$ cat src/rtl/tmds_link_sequencer.sv
// TMDS link sequencer: brings the serializer out of reset after the PLL has settled,
// sends blanking control tokens, then forwards encoder words. It falls back to a safe
// state (serializer held in reset, control tokens) on PLL lock loss or host disable.
module tmds_link_sequencer #(
    parameter int NUM_CHANNELS       = 3,
    parameter int LOCK_SETTLE_CYCLES = 1024,
    parameter int SER_RESET_CYCLES   = 16,
    parameter int BLANK_CYCLES       = 128
) (
    input  logic       clk_pixel,
    input  logic       reset,
    input  logic       enable,
    input  logic       pll_locked,
    input  logic [9:0] tmds_in [NUM_CHANNELS-1:0],
    output logic [9:0] tmds_out [NUM_CHANNELS-1:0],
    output logic       serializer_reset,
    output logic       link_up,
    output logic [2:0] state
);

    // Blanking control token, C1C0 = 00
    localparam logic [9:0] CTRL = 10'b1101010100;

    localparam int MAX_AB     = (LOCK_SETTLE_CYCLES > SER_RESET_CYCLES) ? LOCK_SETTLE_CYCLES : SER_RESET_CYCLES;
    localparam int MAX_CYCLES = (MAX_AB > BLANK_CYCLES) ? MAX_AB : BLANK_CYCLES;
    localparam int CNT_W      = $clog2(MAX_CYCLES + 1);

    // The counter is loaded with N-1 on entry and the state exits when it reads zero,
    // so each timed state lasts exactly N cycles.
    localparam logic [CNT_W-1:0] SETTLE_LOAD = CNT_W'(LOCK_SETTLE_CYCLES - 1);
    localparam logic [CNT_W-1:0] SERRST_LOAD = CNT_W'(SER_RESET_CYCLES - 1);
    localparam logic [CNT_W-1:0] BLANK_LOAD  = CNT_W'(BLANK_CYCLES - 1);

    typedef enum logic [2:0] {
        IDLE        = 3'd0,
        WAIT_LOCK   = 3'd1,
        LOCK_SETTLE = 3'd2,
        SER_RESET   = 3'd3,
        BLANK       = 3'd4,
        ACTIVE      = 3'd5,
        QUIESCE     = 3'd6
    } state_t;

    state_t           state_q;
    state_t           state_d;
    logic [CNT_W-1:0] cnt_q;
    logic [CNT_W-1:0] cnt_d;
    logic             cnt_done;
    logic             ser_reset_d;
    logic             link_up_d;

    assign cnt_done = (cnt_q == '0);
    assign state    = state_q;

    // State, counter and all outputs are registered; outputs follow the next state
    always_ff @(posedge clk_pixel) begin
        if (reset) begin
            state_q          <= IDLE;
            cnt_q            <= '0;
            serializer_reset <= 1'b1;
            link_up          <= 1'b0;
            for (int c = 0; c < NUM_CHANNELS; c++) begin
                tmds_out[c] <= CTRL;
            end
        end else begin
            state_q          <= state_d;
            cnt_q            <= cnt_d;
            serializer_reset <= ser_reset_d;
            link_up          <= link_up_d;
            for (int c = 0; c < NUM_CHANNELS; c++) begin
                tmds_out[c] <= link_up_d ? tmds_in[c] : CTRL;
            end
        end
    end

    // Next-state and shared down-counter; disable beats lock loss, lock loss beats timing
    always_comb begin
        state_d = state_q;
        cnt_d   = cnt_q;

        unique case (state_q)
            IDLE: begin
                if (enable) state_d = WAIT_LOCK;
            end
            WAIT_LOCK: begin
                if (!enable)        state_d = IDLE;
                else if (pll_locked) state_d = LOCK_SETTLE;
            end
            LOCK_SETTLE: begin
                if (!enable)          state_d = IDLE;
                else if (!pll_locked) state_d = WAIT_LOCK;
                else if (cnt_done)    state_d = SER_RESET;
            end
            SER_RESET: begin
                if (!enable)          state_d = IDLE;
                else if (!pll_locked) state_d = WAIT_LOCK;
                else if (cnt_done)    state_d = BLANK;
            end
            BLANK: begin
                if (!enable)          state_d = IDLE;
                else if (!pll_locked) state_d = WAIT_LOCK;
                else if (cnt_done)    state_d = ACTIVE;
            end
            ACTIVE: begin
                // A clean disable drains through QUIESCE; losing lock at the same time cannot.
                if (!enable)          state_d = pll_locked ? QUIESCE : IDLE;
                else if (!pll_locked) state_d = WAIT_LOCK;
            end
            QUIESCE: begin
                // Re-enable is ignored here; only lock loss cuts the shutdown short.
                if (!pll_locked)   state_d = enable ? WAIT_LOCK : IDLE;
                else if (cnt_done) state_d = IDLE;
            end
            default: state_d = IDLE;
        endcase

        if (state_d != state_q) begin
            unique case (state_d)
                LOCK_SETTLE: cnt_d = SETTLE_LOAD;
                SER_RESET:   cnt_d = SERRST_LOAD;
                BLANK:       cnt_d = BLANK_LOAD;
                QUIESCE:     cnt_d = BLANK_LOAD;
                default:     cnt_d = cnt_q;
            endcase
        end else if (!cnt_done) begin
            cnt_d = cnt_q - CNT_W'(1);
        end
    end

    // Output decode from the next state so outputs change on the same edge as state
    always_comb begin
        ser_reset_d = 1'b1;
        link_up_d   = 1'b0;
        unique case (state_d)
            BLANK, QUIESCE: ser_reset_d = 1'b0;
            ACTIVE: begin
                ser_reset_d = 1'b0;
                link_up_d   = 1'b1;
            end
            default: ser_reset_d = 1'b1;
        endcase
    end

endmodule

$ cat config.mk
export PLATFORM = sky130hd
export DESIGN_NAME = tmds_link_sequencer
export DESIGN_NICKNAME = d
export VERILOG_FILES = /design/src/rtl/tmds_link_sequencer.sv
export SDC_FILE = /design/constraint.sdc
export NUM_CORES = 1
export LEC_CHECK = 0
export BUFFER_PORTS_ARGS = -buffer_cell sky130_fd_sc_hd__buf_4
export CORE_UTILIZATION = 45
export CTS_CLUSTER_DIAMETER = 50
export CTS_CLUSTER_SIZE = 20
export DETAILED_ROUTE_END_ITERATION = 10
export GPL_ROUTABILITY_DRIVEN = 0
export GPL_TIMING_DRIVEN = 0
export PLACE_DENSITY_LB_ADDON = 0.25
export SYNTH_ARGS = -nofsm -noshare
export SYNTH_HDL_FRONTEND = slang
export SYNTH_SLANG_ARGS = --single-unit
$ cat constraint.sdc
create_clock -name clk_pixel -period 2.3 [get_ports clk_pixel]
set_input_delay 0.115 -clock clk_pixel [delete_from_list [all_inputs] [get_ports clk_pixel]]
set_output_delay 0.115 -clock clk_pixel [all_outputs]
set_load 0.05 [all_outputs]
==> run metrics, run 1 <==
status=finished with violations; violated checks=setup timing; Max Fclk=0.433 GHz; DRC errors left=0; Pwr per Cell Area=676 mW/mm²; Post-Syn Area=0.00204 mm²; Critical Path Fanout Max=4; Initial Utilization=0.469; combinational power share=0.269; Fin Setup TNS=-0.00869 ns; Final #Nets=between 300 and 400; flop2flop setup slack=-0.009 ns; syn avg cell area=9.50 µm²; most instantiated library cell after synthesis=dfxtp_1; routed vias/inst=roughly 5.2; RR Endpoint=cnt_q[2]; Critical Path AT=2.55 ns; share of post-route cells with drive strength above 1=0.395; WS Path Type=flip-flop to flip-flop; I/O pin cnt=69; Post-synth top cells=46 x dfxtp_1, 23 x nand2b_1, 15 x and2_1, 15 x nand2_1, 14 x nor3_1; CP endpoint=cnt_q[2]; total internal power=1.47 mW; Hold Crit Class=input pin to flip-flop; pin count of the biggest net entering global routing=14; cell taking the most area after synthesis=dfxtp_1; Flop pwr share=0.432; ANT cells=0; switching pwr=approximately 0.55 mW; final worst clock skew=0.00481 ns; Final Critical Period=2.31 ns; synthesis-stage register bit count=46; first-pass GRT wire length=approximately 8000 µm; Synth area leaders=dfxtp_1 45%, nand2b_1 7.0%, and2_1 4.6%, nor3_1 3.4%, buf_6 2.8%; Critical R2R Launch=cnt_q[0]; Max Cap Viol=0; Sink Count=46; Antenna Nets Post-Route=0; clock group share of total power=0.299; Worst Max-Slew Pin Slew=approximately 0.44 ns; via count=about 1900; Primary FF master, synth=dfxtp_1; Final setup violation count=1; area grow syn2layout=46.5%; H-tree depth=2; vias in the first global route=1689; DP HPWL=3390 µm; Clock Path Buffers=2; Synth Instances=~220; GR Overflow Total=0; Routed WL=4990 µm; Routed WL per cell=13.7 µm; Worst slew margin=0.705; Synth async-reset ratio=0; Critical Path Sink Type=flip-flop; startpoint types=flip-flop; clock latency on the worst-skew pair=0.29 ns; final slew viol count=0; Tcrit/Tclk final=1.00; worst vdd ir=0.407 mV; Synth Net Count=between 200 and 300; Initial DRT Pass Iterations=4; Die W=69.4 µm; required time worst endpoint=2.54 ns; Iteration-0 DRC Markers=90; Syn. warnings=0; setup slack after layout=-0.00869 ns; distinct cell type count after synthesis=50; hold_ws=a little under 0.004 ns; FF-to-FF path depth=12; clk root buf=clkbuf_8; sequential area share after synthesis=0.451; Final Hold Viols=0; RSZ-0062 raised after global routing=yes; Total GRT Usage=0.205; initial antenna violation count=0; origin of the worst setup path=cnt_q[0]; Core ar.=roughly 0.0044 mm²; number of flops mapped to enable cells by yosys=0; row count=24; CTS buffer count=5; die area=between 0.004 and 0.005 mm²; port bufs=between 60 and 70; Net Sw Frac=0.273; Place WS=-0.0476 ns; CTS tree=built; Die Height=69.4 µm; area share of the largest cell type after synthesis=0.451; Leakage=1.28 nW; clock-pin slew on the worst setup and hold paths=0.08 ns
-- per-layer routing --
| layer | part of all wire | track usage | up-vias |
|---|---|---|---|
| met5 | 0 | 0 | - |
| met4 | 0.010 | 0.0635 | 0 |
| met3 | 0.061 | 0.0509 | 8 |
| met2 | 0.51 | 0.346 | 59 |
| met1 | 0.42 | 0.258 | 856 |
| li1 | - | - | 953 |
-- critical path, stage by stage (launching register included) --
cell and delay [ns]:
dfxtp_2 0.34, inv_2 0.05, ha_4 0.15, nor3b_4 0.15, and3_1 0.19, buf_6 0.12
or4_4 0.51, a31oi_4 0.18, buf_6 0.14, buf_16 0.10, buf_6 0.09, o22a_1 0.12
o21a_1 0.11
-- through the flow --
step	total power, mW	std cells	utilization	area (µm²)
after floorplan	1.18	215	-	2040
after global placement	1.28	335	0.601	2620
after detailed placement	1.28	335	0.601	2620
final	2.02	363	0.687	2990
after CTS	1.95	351	0.659	2870
after global routing	2.11	363	0.687	2990
-- layout make-up --
| class | instances | area (µm²) |
|---|---|---|
| sequential | 46 | 923 |
| timing repair buffer | 89 | 722 |
| buffer | 15 | 116 |
| clock buffer | 6 | 82.6 |
| fill | 346 | 1360 |
| clock inverter | 1 | 30.0 |
| inverter | 4 | 15.0 |
| multi-input combinational | 150 | 1040 |
| tap | 52 | 65.1 |
-- repair_timing --
item                                    CTS  global route
setup buffers                             2            10
endpoints found under the hold margin     6             3
hold buffers                              6             3
gates cloned                              1             0
pin swaps                                 3             8
gates resized for setup                   5            12
endpoints found under the setup margin    7            11
-- state kept, by name, indices dropped and copies added, names as in the netlist --
signal	cells
tmds_out	30
cnt_q	11
state	3
link_up	1
serializer_reset	1
-- power by group through the flow --
stage	Combinational, mW	Sequential, mW	Clock [mW]
3_5_place_dp	0.398	0.886	0
3_3_place_gp	0.394	0.883	0
2_1_floorplan	0.295	0.883	0
6_report	0.544	0.874	0.606
5_1_grt	0.586	0.879	0.644
4_1_cts	0.469	0.871	0.614
-- logic make-up (layout without fill, tap and decap cells) --
group	Yosys count	after routing	synth area share
and+or+nand+nor	104	104	0.301
DFF	46	46	0.451
AOI/OAI and AO/OA	45	45	0.178
buffers and inverters	19	115	0.0643
adders and majority gates	1	1	0.00612
-- how the worst min path moves through the flow --
stage                     slack, ns      endpoint        start  depth (start not counted)
final                         0.004  tmds_out[28]  tmds_in[28]                          2
after global routing          0.005  tmds_out[28]  tmds_in[28]                          2
after CTS                   0.00007  tmds_out[14]  tmds_in[14]                          2
after detailed placement       0.30  tmds_out[14]  tmds_in[14]                          2
after global placement         0.30  tmds_out[16]  tmds_in[16]                          2
after floorplan                0.20      state[0]        reset                          1
-- placed cells by master, fill, tap and decap left out, types with 4 or more instances in the layout --
| cell | n |
|---|---|
| nand2_1 | 15 |
| nor3_1 | 12 |
| nor2_1 | 9 |
| clkbuf_8 | 6 |
| a31oi_1 | 4 |
| buf_4 | 79 |
| a21oi_1 | 10 |
| dlygate4sd3_1 | 9 |
| nand2b_1 | 23 |
| buf_2 | 4 |
| o21ai_0 | 5 |
| buf_6 | 8 |
| nand3_1 | 5 |
| and2_1 | 15 |
| dfxtp_1 | 44 |
Note: power is estimated with default switching activity, not from simulation.
==> inputs of run 2 (changes only) <==
--- a/config.mk
+++ b/config.mk
@@ -13,6 +13,7 @@
 export GPL_ROUTABILITY_DRIVEN = 0
 export GPL_TIMING_DRIVEN = 0
 export PLACE_DENSITY_LB_ADDON = 0.25
+export RECOVER_POWER = 25
 export SYNTH_ARGS = -nofsm -noshare
 export SYNTH_HDL_FRONTEND = slang
 export SYNTH_SLANG_ARGS = --single-unit
==> run 2 against run 1 <==
The flow still finishes with violations (setup timing). Clock skew about the same. Register-to-register slack about the same. First-iteration DRC count increased by 33%. Core utilization decreased by 1.6 points. Cell count unchanged. Die area unchanged. Fmax about the same. Largest power group unchanged. Highest routed layer unchanged. Routed wire length increased by 0.16%. Critical path type unchanged.
==> run metrics, run 2 (synthesized netlist as in run 1, its figures left out) <==
Sink Count=46 (unchanged); Worst Max-Slew Pin Slew=0.623 ns (+0.180 ns); Critical Path Sink Type=flip-flop; Initial Utilization=0.469 (unchanged); setup slack after layout=-0.00886 ns (-0.000170 ns); area grow syn2layout=43.0%; initial antenna violation count=0 (unchanged); clock-pin slew on the worst setup and hold paths=0.08 ns (about the same); Clock Path Buffers=2 (unchanged); startpoint types=flip-flop; Final setup violation count=1 (unchanged); Core ar.=0.00435 mm² (unchanged); clk root buf=clkbuf_8; Worst slew margin=0.587 (-0.118); row count=24 (unchanged); WS Path Type=flip-flop to flip-flop; routed vias/inst=5.16 (-0.11%); Initial DRT Pass Iterations=4 (unchanged); CTS tree=built; RSZ-0062 raised after global routing=yes; Iteration-0 DRC Markers=120 (+33%); overall power=2.03 mW (about the same); FF-to-FF path depth=12 (unchanged); Die Height=69.4 µm (unchanged); vias in the first global route=1689 (unchanged); register area=923 µm² (unchanged); Max Fclk=0.433 GHz (about the same); Critical Path Fanout Max=4 (unchanged); Critical Path AT=2.55 ns (about the same); most frequent cells in the layout=60 x buf_4, 44 x dfxtp_1, 23 x nand2b_1; Pwr per Cell Area=693 mW/mm² (+2.5%); Routed WL per cell=13.8 µm (+0.16%); hold_ws=0.00335 ns (-0.000627 ns); I/O pin cnt=69 (unchanged); Die W=69.4 µm (unchanged); Final Critical Period=2.31 ns (+0.000170 ns); most common cell after layout, fill and taps aside=buf_4; Total GRT Usage=0.205 (unchanged); final slew viol count=0 (unchanged); max reg flops=30 (unchanged); pin count of the biggest net entering global routing=14 (unchanged); first-pass GRT wire length=7960 µm (unchanged); Tcrit/Tclk final=1.00 (about the same); Layout fillers=364 (+5.2%); ANT cells=0 (unchanged); H-tree depth=2 (unchanged); Multi-input gate area=0.00104 mm² (unchanged); die area=0.00481 mm² (unchanged); port bufs=68 (unchanged); CTS buffer count=5 (unchanged); clock latency on the worst-skew pair=0.29 ns (about the same); via count=1874 (-0.11%); required time worst endpoint=2.54 ns (about the same); Fin Setup TNS=-0.00886 ns (-0.000170 ns); Biggest register=tmds_out; worst vdd ir=0.436 mV (+7.2%); Final Hold Viols=0 (unchanged); Hold Crit Class=input pin to flip-flop; Leakage=1.22 nW (-5.3%); Routed WL=5000 µm (+0.16%); status=finished with violations; GR Overflow Total=0 (unchanged); WHS Path Cells=2 (unchanged); DRC errors left=0 (unchanged); share of post-route cells with drive strength above 1=0.334 (-0.0611); DP HPWL=3390 µm (unchanged); Max Cap Viol=0 (unchanged); final worst clock skew=0.00483 ns (+0.0000229 ns); Final #Nets=346 (unchanged); violated checks=setup timing; Antenna Nets Post-Route=0 (unchanged)
run 2: cell types whose count changed in the layout (fill, tap and decap cells not counted):
| cell | change |
|---|---|
| clkbuf_1 | +19 |
| buf_4 | -19 |
run 2: per-layer routing:
layer,share of wire,vias up,wire (µm),GRT usage
met4,0.010,0,51,0.0635
met2,0.51,58,2540,0.346
li1,-,953,-,-
met1,0.42,855,2110,0.258
met5,0,-,0,0
met3,0.060,8,299,0.0509
run 2: path summary, 6_finish.rpt:
check,from,end,slack [ns]
worst max-delay path,cnt_q[0],cnt_q[2],-0.009
worst max register to register,cnt_q[0],cnt_q[2],-0.009
worst min register to register,cnt_q[10],cnt_q[10],0.46
worst min-delay path,tmds_in[28],tmds_out[28],0.003
run 2: layout make-up:
type / count / share of cell area
Timing Repair Buffer: 89 / 0.223
Buffer: 15 / 0.0398
Clock inverter: 1 / 0.0103
Sequential cell: 46 / 0.316
Clock buffer: 6 / 0.0283
Inverter: 4 / 0.00514
Multi-Input combinational cell: 150 / 0.355
Tap cell: 52 / 0.0223
run 2: power by group:
| part | total (mW) | switching, mW | internal [mW] |
|---|---|---|---|
| Clock | 0.607 | 0.259 | 0.348 |
| Sequential | 0.875 | 0.0442 | 0.830 |
| Combinational | 0.544 | 0.251 | 0.293 |
run 2: critical path: stages (launching register included):
cell and delay [ns]:
dfxtp_2 0.34, inv_2 0.05, ha_4 0.15, nor3b_4 0.15
and3_1 0.19, buf_6 0.12, or4_4 0.51, a31oi_4 0.18
buf_6 0.14, buf_16 0.10, buf_6 0.09, o22a_1 0.12
o21a_1 0.11
run 2: repair_timing:
action | CTS | global route
pin swaps | 3 | 8
hold buffers | 6 | 3
endpoints found under the hold margin | 6 | 3
setup endpoints to repair | 7 | 11
gates cloned | 1 | 0
setup buffers | 2 | 10
resized for setup | 5 | 12
run 2: metrics by stage:
step	utilization	worst slack, ns	instance area (µm²)	std cells
global route	0.671	-0.0642	2920	363
global placement	0.601	-0.0442	2620	335
floorplan	-	0.153	2040	215
finish	0.671	-0.00886	2920	363
detailed placement	0.601	-0.0476	2620	335
CTS	0.659	-0.0227	2870	351
